--- src/rtl/dpram_arb.sv ---
// Port-A sequencer/arbiter for a dual-port register RAM: init sweep after reset or clear,
// then round-robin sharing of the read/write port between requesters A and B.
module dpram_arb #(
    parameter int            AW   = 5,
    parameter int            DW   = 2,
    parameter logic [DW-1:0] INIT = '0
) (
    input  logic          clk_i,
    input  logic          rst_i,
    input  logic          ena_i,
    input  logic          clr_i,
    output logic          busy_o,
    input  logic          a_req_i,
    input  logic          a_wre_i,
    input  logic [AW-1:0] a_adr_i,
    input  logic [DW-1:0] a_dat_i,
    output logic          a_ack_o,
    output logic [DW-1:0] a_dat_o,
    input  logic          b_req_i,
    input  logic          b_wre_i,
    input  logic [AW-1:0] b_adr_i,
    input  logic [DW-1:0] b_dat_i,
    output logic          b_ack_o,
    output logic [DW-1:0] b_dat_o,
    output logic [AW-1:0] ram_adr_o,
    output logic [DW-1:0] ram_dat_o,
    output logic          ram_wre_o,
    output logic          ram_ena_o,
    input  logic [DW-1:0] ram_dat_i
);
    localparam logic [0:0] ST_INIT = 1'b0;
    localparam logic [0:0] ST_RUN  = 1'b1;

    localparam logic [1:0] GNT_NONE = 2'd0;
    localparam logic [1:0] GNT_A    = 2'd1;
    localparam logic [1:0] GNT_B    = 2'd2;

    localparam logic [AW-1:0] CNT_MAX = {AW{1'b1}};

    logic [0:0]    state;
    logic [AW-1:0] cnt;
    logic [1:0]    gnt;
    logic [1:0]    gnt_nxt;
    logic          last;   // 0 = A served last, 1 = B served last
    logic          a_elig;
    logic          b_elig;

    assign busy_o    = (state == ST_INIT);
    assign ram_ena_o = ena_i;
    assign a_ack_o   = ena_i && (gnt == GNT_A);
    assign b_ack_o   = ena_i && (gnt == GNT_B);
    assign a_dat_o   = ram_dat_i;
    assign b_dat_o   = ram_dat_i;

    // A requester being acked this cycle is not eligible, so a lone holder
    // gets every other cycle while two busy requesters alternate back-to-back.
    assign a_elig = a_req_i && (gnt != GNT_A);
    assign b_elig = b_req_i && (gnt != GNT_B);

    always_comb begin
        gnt_nxt = GNT_NONE;
        if (a_elig && b_elig)
            gnt_nxt = last ? GNT_A : GNT_B;
        else if (a_elig)
            gnt_nxt = GNT_A;
        else if (b_elig)
            gnt_nxt = GNT_B;
    end

    always_comb begin
        ram_adr_o = '0;
        ram_dat_o = INIT;
        ram_wre_o = 1'b0;
        if (state == ST_INIT) begin
            ram_adr_o = cnt;
            ram_wre_o = 1'b1;
        end else if (gnt == GNT_A) begin
            ram_adr_o = a_adr_i;
            ram_dat_o = a_dat_i;
            ram_wre_o = a_wre_i;
        end else if (gnt == GNT_B) begin
            ram_adr_o = b_adr_i;
            ram_dat_o = b_dat_i;
            ram_wre_o = b_wre_i;
        end
    end

    always_ff @(posedge clk_i or negedge rst_i) begin
        if (!rst_i) begin
            state <= ST_INIT;
            cnt   <= '0;
            gnt   <= GNT_NONE;
            last  <= 1'b1;
        end else if (ena_i) begin
            if (gnt == GNT_A)
                last <= 1'b0;
            else if (gnt == GNT_B)
                last <= 1'b1;

            if (state == ST_INIT) begin
                gnt <= GNT_NONE;
                if (clr_i) begin
                    cnt <= '0;
                end else if (cnt == CNT_MAX) begin
                    state <= ST_RUN;
                    cnt   <= '0;
                end else begin
                    cnt <= cnt + 1'b1;
                end
            end else if (clr_i) begin
                // a grant that would be issued at this edge is dropped; its
                // requester still holds req and is picked up after the sweep
                state <= ST_INIT;
                cnt   <= '0;
                gnt   <= GNT_NONE;
            end else begin
                gnt <= gnt_nxt;
            end
        end
    end
endmodule

--- config.mk ---
export PLATFORM = sky130hd
export DESIGN_NAME = dpram_arb
export DESIGN_NICKNAME = d
export VERILOG_FILES = /design/src/rtl/dpram_arb.sv
export SDC_FILE = /design/constraint.sdc
export NUM_CORES = 1
export LEC_CHECK = 0
export CAP_MARGIN = 20
export CORE_MARGIN = 10
export CORE_UTILIZATION = 40
export DETAILED_ROUTE_END_ITERATION = 12
export PLACE_DENSITY = 0.83
export SETUP_SLACK_MARGIN = 0.15
export SLEW_MARGIN = 20
export SYNTH_ARGS = -nofsm -noshare
export SYNTH_HDL_FRONTEND = slang
export SYNTH_SLANG_ARGS = --single-unit
--- constraint.sdc ---
create_clock -name clk_i -period 4.4 [get_ports clk_i]
set_clock_uncertainty 0.2 [all_clocks]
set_input_delay 1.1 -clock clk_i [delete_from_list [all_inputs] [get_ports clk_i]]
set_output_delay 1.1 -clock clk_i [all_outputs]
set_load 0.02 [all_outputs]
==> impl_metrics.json, run 1 <==
{
  "outcome": "complete, no violations",
  "clock_sinks": 9,
  "routed_wirelength_um": 2050,
  "first_pass_iters": 4,
  "fp.dieW_um": 62.49,
  "hpwl_um": 1718,
  "htree_num_levels": 1,
  "hold_path.class": "register to register",
  "synth_edf_count": 0,
  "setup_tns_ns": 0,
  "rsz0062_at_grt": "no",
  "min_period_ns": 3.724,
  "path_clk_slew_ns": 0.05,
  "relSlewSlack_pct": 68.61,
  "drc_errors": 0,
  "cap_violations": 0,
  "hold_slack_ns": 0.3133,
  "endpoint_kind": "output pin",
  "yosysSeqAreaShare_pct": 31.37,
  "dieArea_sq_mm": 0.003904,
  "p_clk_share_pct": 25.9,
  "postCtsSetupRepairBufs": 0,
  "dr.first_iter.drc_count": 21,
  "numPortBuffers": 33,
  "drtAntennaViolNets": 0,
  "holdPathEnd": "last$_DFFE_PN1P_",
  "worst_setup_path_start_kind": "input pin",
  "fin_nets": 144,
  "wl_per_cell_um": 14.64,
  "ys_types": 30,
  "worstPathRequired_ns": 3.10,
  "syn_to_final_growth_pct": 48.01,
  "tightest_slew_ns": 0.4708,
  "switching_share_pct": 26.38,
  "drv_slew": 0,
  "worstSkewPairLatency_ns": 0.25,
  "finalSetupViolations": 0,
  "grt_pass1_vias": 656,
  "rows": 15,
  "reg2reg_from": "cnt[0]$_DFFE_PN0P_",
  "viasPerCell": 5.043,
  "critPathMaxFanout": 1,
  "cts_resized": 0,
  "seqPwrFrac_pct": 44.6,
  "gp_congestion": 0.7344,
  "grt_remaining_overflow": 0,
  "reg2reg_depth": 6,
  "cts-buffers-inserted": 3,
  "cts_tree": "done",
  "hold_violations": 0,
  "antennaDiodeCount": 0,
  "drive_gt1_share_pct": 6.087,
  "crit_type": "input pin to output pin",
  "crit_chain": "clkdlybuf4s50_1 > nand3b_1 > a31oi_1 > clkdlybuf4s50_1",
  "crit_slowest_cell": "clkdlybuf4s50_1",
  "period_share_pct": 84.63,
  "r2r_setup_slack_ns": 2.19,
  "max-vdd-ir-drop_uv": 143.8,
  "critPathMaxStageDelay_ns": 0.63,
  "synthesis.area_sq_um": 721.9,
  "whs_path_depth": 2,
  "internal_power_mw": 0.1643,
  "regToRegEndpoint": "cnt[3]$_DFFE_PN0P_",
  "io_pins": 40,
  "synth_ff_type": "dfrtp_1",
  "arrival_ns": 2.42,
  "p_leak_nw": 0.4346,
  "grt_max_degree": 18,
  "crit_family": "buffers and inverters",
  "hp-start": "last$_DFFE_PN1P_",
  "p_comb_share_pct": 29.4,
  "hold_buffers": 0,
  "max_freq_ghz": 0.2685,
  "p_sw_mw": 0.05887,
  "async_reset_ff_share_pct": 100.0,
  "clock_path_buffers": 2,
  "critPathMostFrequentCell": "clkdlybuf4s50_1",
  "die_h_um": 62.49,
  "powerDensity_mw_per_mm2": 208.9,
  "start_util_pct": 41.81,
  "syn_avg_cell_area_sq_um": 8.493,
  "via_count": 706,
  "core_area_sq_mm": 0.001727,
  "cts_root_buf": "clkbuf_4",
  "antenna_found_initial": 0,
  "cp_num_buf_inv": 2,
  "syn_nets": 113,
  "synth_warnings": 0,
  "grt_pass1_wl_um": 3187,
  "grt_usage_pct": 9.775,
  "netlist_instances": 85,
  "power_mw": 0.2232,
  "ys_ff_latch": 9
}
[cell usage in the layout, fill, tap and decap left out, types with 2 or more instances in the layout]
cell             netlist  layout
a21o_1                 2       2
a21oi_1                3       3
a31oi_1                6       6
and2_1                 4       4
and3_1                 2       2
clkbuf_4               0       3
clkdlybuf4s50_1        0      33
dfrtp_1                8       8
ha_1                   4       4
inv_1                  5       5
nand2_1                6       6
nand2b_1               3       3
nand3b_1               5       5
nor2_1                10      10
o2bb2ai_1              3       3
o32ai_1                2       2
[kinds of logic (layout without fill, tap and decap cells)]
group,Yosys count,in the layout,share of synthesized area [%]
adder cells (fa/ha/maj),4,4,6.933
buffers and inverters,13,43,9.359
AO/OA/AOI/OAI,23,23,23.57
multiplexers,1,1,1.387
flip-flops,9,9,31.37
AND/OR/NAND/NOR,35,35,27.38
[worst reg2reg max path: stages (launching register included)]
cell and delay (ns):
dfrtp_1 0.42, ha_1 0.24, and3_1 0.19, ha_1 0.22
or4b_4 0.55, nor3b_1 0.22, a21o_1 0.11
[cell type report]
cell class | count | area, sq um
multi-input combinational | 63 | 427.9
clock buffer | 4 | 26.28
fill | 162 | 658.1
tap | 25 | 31.28
sequential | 9 | 226.5
timing repair buffer | 34 | 337.8
inverter | 5 | 18.77
[synthesized netlist by cell type (2+ instances only)]
cell,n,area (sq um)
dfrtp_1,8,200.2
buf_4,5,37.54
nand3b_1,5,37.54
and2_1,4,25.02
and3_1,2,12.51
nand2b_1,3,18.77
a31oi_1,6,37.54
a21o_1,2,15.01
a21oi_1,3,15.01
clkbuf_1,3,11.26
nor2_1,10,37.54
nand2_1,6,22.52
ha_1,4,50.05
inv_1,5,18.77
o2bb2ai_1,3,26.28
o32ai_1,2,17.52
[flip-flops by register name, summed over array words and instances, names as in the netlist]
| signal | count |
|---|---|
| cnt | 5 |
| gnt | 2 |
| last | 1 |
| state | 1 |
[stage by stage]
stage	instance area, sq um	setup slack [ns]	util [%]	std cells
3_3_place_gp	1042	0.6666	60.36	136
5_1_grt	1069	0.5953	61.88	140
2_1_floorplan	721.9	1.472	-	85
3_5_place_dp	1042	0.6599	60.36	136
4_1_cts	1069	0.6567	61.88	140
6_report	1069	0.6761	61.88	140
[worst max path at each step]
stage	startpoint	to	slack (ns)	cells after the start
2_1_floorplan	ena_i	b_ack_o	1.47	2
5_1_grt	b_dat_i[0]	ram_dat_o[0]	0.60	4
3_5_place_dp	b_adr_i[3]	ram_adr_o[3]	0.66	4
6_report	b_adr_i[3]	ram_adr_o[3]	0.68	4
4_1_cts	b_dat_i[0]	ram_dat_o[0]	0.66	4
3_3_place_gp	b_adr_i[3]	ram_adr_o[3]	0.67	4
[routing by layer]
layer / GRT usage, % / vias up / wire length, um
met5: 0 / - / 0
met2: 13.85 / 29 / 862
met1: 13.21 / 312 / 1046
met4: 4.469 / 0 / 12
li1: - / 363 / -
met3: 2.688 / 2 / 129
[power groups by stage]
stage          Combinational (mW)  Sequential [mW]  Clock (mW)
5_1_grt                    0.0710            0.101      0.0632
2_1_floorplan              0.0349           0.0983           0
3_5_place_dp               0.0661            0.101           0
4_1_cts                    0.0664           0.0994      0.0621
6_report                   0.0657           0.0996      0.0579
3_3_place_gp               0.0642           0.0997           0
Power figures use the tool's default switching activity.
==> inputs of run 2 (changes only) <==
--- a/config.mk
+++ b/config.mk
@@ -7,9 +7,9 @@
 export LEC_CHECK = 0
 export CAP_MARGIN = 20
 export CORE_MARGIN = 10
-export CORE_UTILIZATION = 40
+export CORE_UTILIZATION = 34
 export DETAILED_ROUTE_END_ITERATION = 12
-export PLACE_DENSITY = 0.83
+export PLACE_DENSITY = 0.75
 export SETUP_SLACK_MARGIN = 0.15
 export SLEW_MARGIN = 20
 export SYNTH_ARGS = -nofsm -noshare
==> constraint.sdc (replaced) <==
create_clock -name clk_i -period 3.3 [get_ports clk_i]
set_clock_uncertainty 0.2 [all_clocks]
set_input_delay 0.825 -clock clk_i [delete_from_list [all_inputs] [get_ports clk_i]]
set_output_delay 0.825 -clock clk_i [all_outputs]
set_load 0.02 [all_outputs]
==> run 2 against run 1 <==
Compared with the run above:
- via count increased by 4.0%
- cell area increased by 2.9%
- wire length increased by 8.0%
- first-iteration DRC count increased by 110%
- register-to-register slack got worse by 1.1 ns
- sequential cell count unchanged
- setup slack got worse by 0.51 ns
- combinational power increased by 25%
- power increased by 32%
- non-clock buffer count increased by 4
- core utilization decreased by 6.4 points
- hold slack improved by 0.0076 ns
- critical endpoint is now ram_dat_o[1]
- largest cell class unchanged
==> impl_metrics.json, run 2 (synthesis results as in run 1) <==
{
  "hold_violations": 0,
  "dr.first_iter.drc_count": 44,
  "grt_usage_pct": 10.13,
  "antennaDiodeCount": 0,
  "antenna_found_initial": 0,
  "min_period_ns": 3.131,
  "start_util_pct": 36.43,
  "path_clk_slew_ns": 0.06,
  "viasPerCell": 5.027,
  "worstSkewPairLatency_ns": 0.25,
  "grt_pass1_wl_um": 3650,
  "drc_errors": 0,
  "layout_common_cells": "24 x clkdlybuf4s50_1, 10 x nor2_1, 8 x dfrtp_1",
  "rsz0062_at_grt": "yes",
  "reg2reg_from": "cnt[0]$_DFFE_PN0P_",
  "max-vdd-ir-drop_uv": 257.2,
  "drv_slew": 0,
  "htree_num_levels": 1,
  "syn_to_final_growth_pct": 52.34,
  "grt_remaining_overflow": 0,
  "gp_congestion": 0.8142,
  "p_leak_nw": 0.5038,
  "worst_setup_path_start_kind": "input pin",
  "dpl_cell_area_sq_mm": 0.001075,
  "relSlewSlack_pct": 73.19,
  "cap_violations": 0,
  "endpoint_kind": "output pin",
  "cts-buffers-inserted": 3,
  "powerDensity_mw_per_mm2": 268.3,
  "io_pins": 40,
  "r2r_setup_slack_ns": 1.12,
  "outcome": "complete, no violations",
  "reg2reg_depth": 6,
  "core_area_sq_mm": 0.001982,
  "hold_path.class": "register to register",
  "final_common_cell": "clkdlybuf4s50_1",
  "crit_start": "a_dat_i[1]",
  "largest_reg_flops": 5,
  "finalSetupViolations": 0,
  "rows": 16,
  "top_regs": "cnt (5), gnt (2)",
  "critPathMaxFanout": 1,
  "clock_path_buffers": 2,
  "max_freq_ghz": 0.3193,
  "timing.final.ws_setup_ns": 0.1685,
  "fin_nets": 148,
  "drive_gt1_share_pct": 10.08,
  "regMostFlops": "cnt",
  "tightest_slew_ns": 0.4009,
  "clock_sinks": 9,
  "die_h_um": 66.08,
  "dieArea_sq_mm": 0.004367,
  "fp.dieW_um": 66.08,
  "dp_cells": 142,
  "drtAntennaViolNets": 0,
  "crit_type": "input pin to output pin",
  "grt_max_degree": 17,
  "period_share_pct": 94.89,
  "placement.setup.worst_slack_ns": 0.08639,
  "setup_tns_ns": 0,
  "worstPathRequired_ns": 2.27,
  "cts_root_buf": "clkbuf_4",
  "finalInstanceArea_sq_mm": 0.001100,
  "arrival_ns": 2.11,
  "final_core_util_pct": 55.49,
  "layout.cells.non_filler": 146,
  "via_count": 734,
  "first_pass_iters": 4,
  "wl_per_cell_um": 15.16,
  "regToRegEndpoint": "cnt[3]$_DFFE_PN0P_",
  "postCtsSetupRepairBufs": 0,
  "crit_end": "ram_dat_o[1]",
  "numPortBuffers": 33,
  "hpwl_um": 1771,
  "fillers": 178,
  "cts_tree": "done",
  "routed_wirelength_um": 2214,
  "grt_pass1_vias": 776
}
-- run 2: cell type report --
cell class | count | area, sq um | area share (%)
clock buffer | 4 | 26.28 | 2.389
sequential | 9 | 226.5 | 20.59
inverter | 5 | 18.77 | 1.706
timing repair buffer | 38 | 364.1 | 33.11
multi-input combinational | 63 | 430.4 | 39.14
tap | 27 | 33.78 | 3.072
-- run 2: how the worst min path moves through the flow --
| stage | startpoint | to | slack (ns) | cells past startpoint |
|---|---|---|---|---|
| 6_report | last$_DFFE_PN1P_ | last$_DFFE_PN1P_ | 0.32 | 2 |
| 5_1_grt | last$_DFFE_PN1P_ | last$_DFFE_PN1P_ | 0.34 | 2 |
| 4_1_cts | last$_DFFE_PN1P_ | last$_DFFE_PN1P_ | 0.33 | 2 |
| 3_5_place_dp | last$_DFFE_PN1P_ | last$_DFFE_PN1P_ | 0.32 | 2 |
| 3_3_place_gp | last$_DFFE_PN1P_ | last$_DFFE_PN1P_ | 0.30 | 2 |
| 2_1_floorplan | last$_DFFE_PN1P_ | last$_DFFE_PN1P_ | 0.28 | 2 |
-- run 2: power breakdown --
part           internal [mW]  switching (mW)
sequential             0.121          0.0110
combinational         0.0472          0.0351
clock                 0.0463          0.0341
-- run 2: metrics by stage --
| step | total power [mW] | hold WS [ns] |
|---|---|---|
| final | 0.2951 | 0.3209 |
| after floorplan | 0.1776 | 0.2775 |
| after CTS | 0.3006 | 0.3297 |
| after global placement | 0.2210 | 0.2950 |
| after global routing | 0.3141 | 0.3424 |
| after detailed placement | 0.2232 | 0.3197 |
-- run 2: repair_timing --
item | in CTS | in global routing
resized for setup | 7 | 3
pin swaps | 0 | 0
setup endpoints to repair | 7 | 3
gates cloned | 0 | 0
hold buffers | 0 | 0
-- run 2: metal layers --
metal / up-vias / global-route usage (%) / routed length [um]
met5: - / 0 / 0
met4: 0 / 2.880 / 6
met3: 2 / 4.068 / 242
met2: 29 / 15.67 / 922
met1: 333 / 12.56 / 1043
li1: 370 / - / -
-- run 2: worst max-delay path: stages --
cell and delay [ns]:
clkdlybuf4s50_1 0.46, a22oi_1 0.09, nor2_1 0.11, clkdlybuf4s50_1 0.62
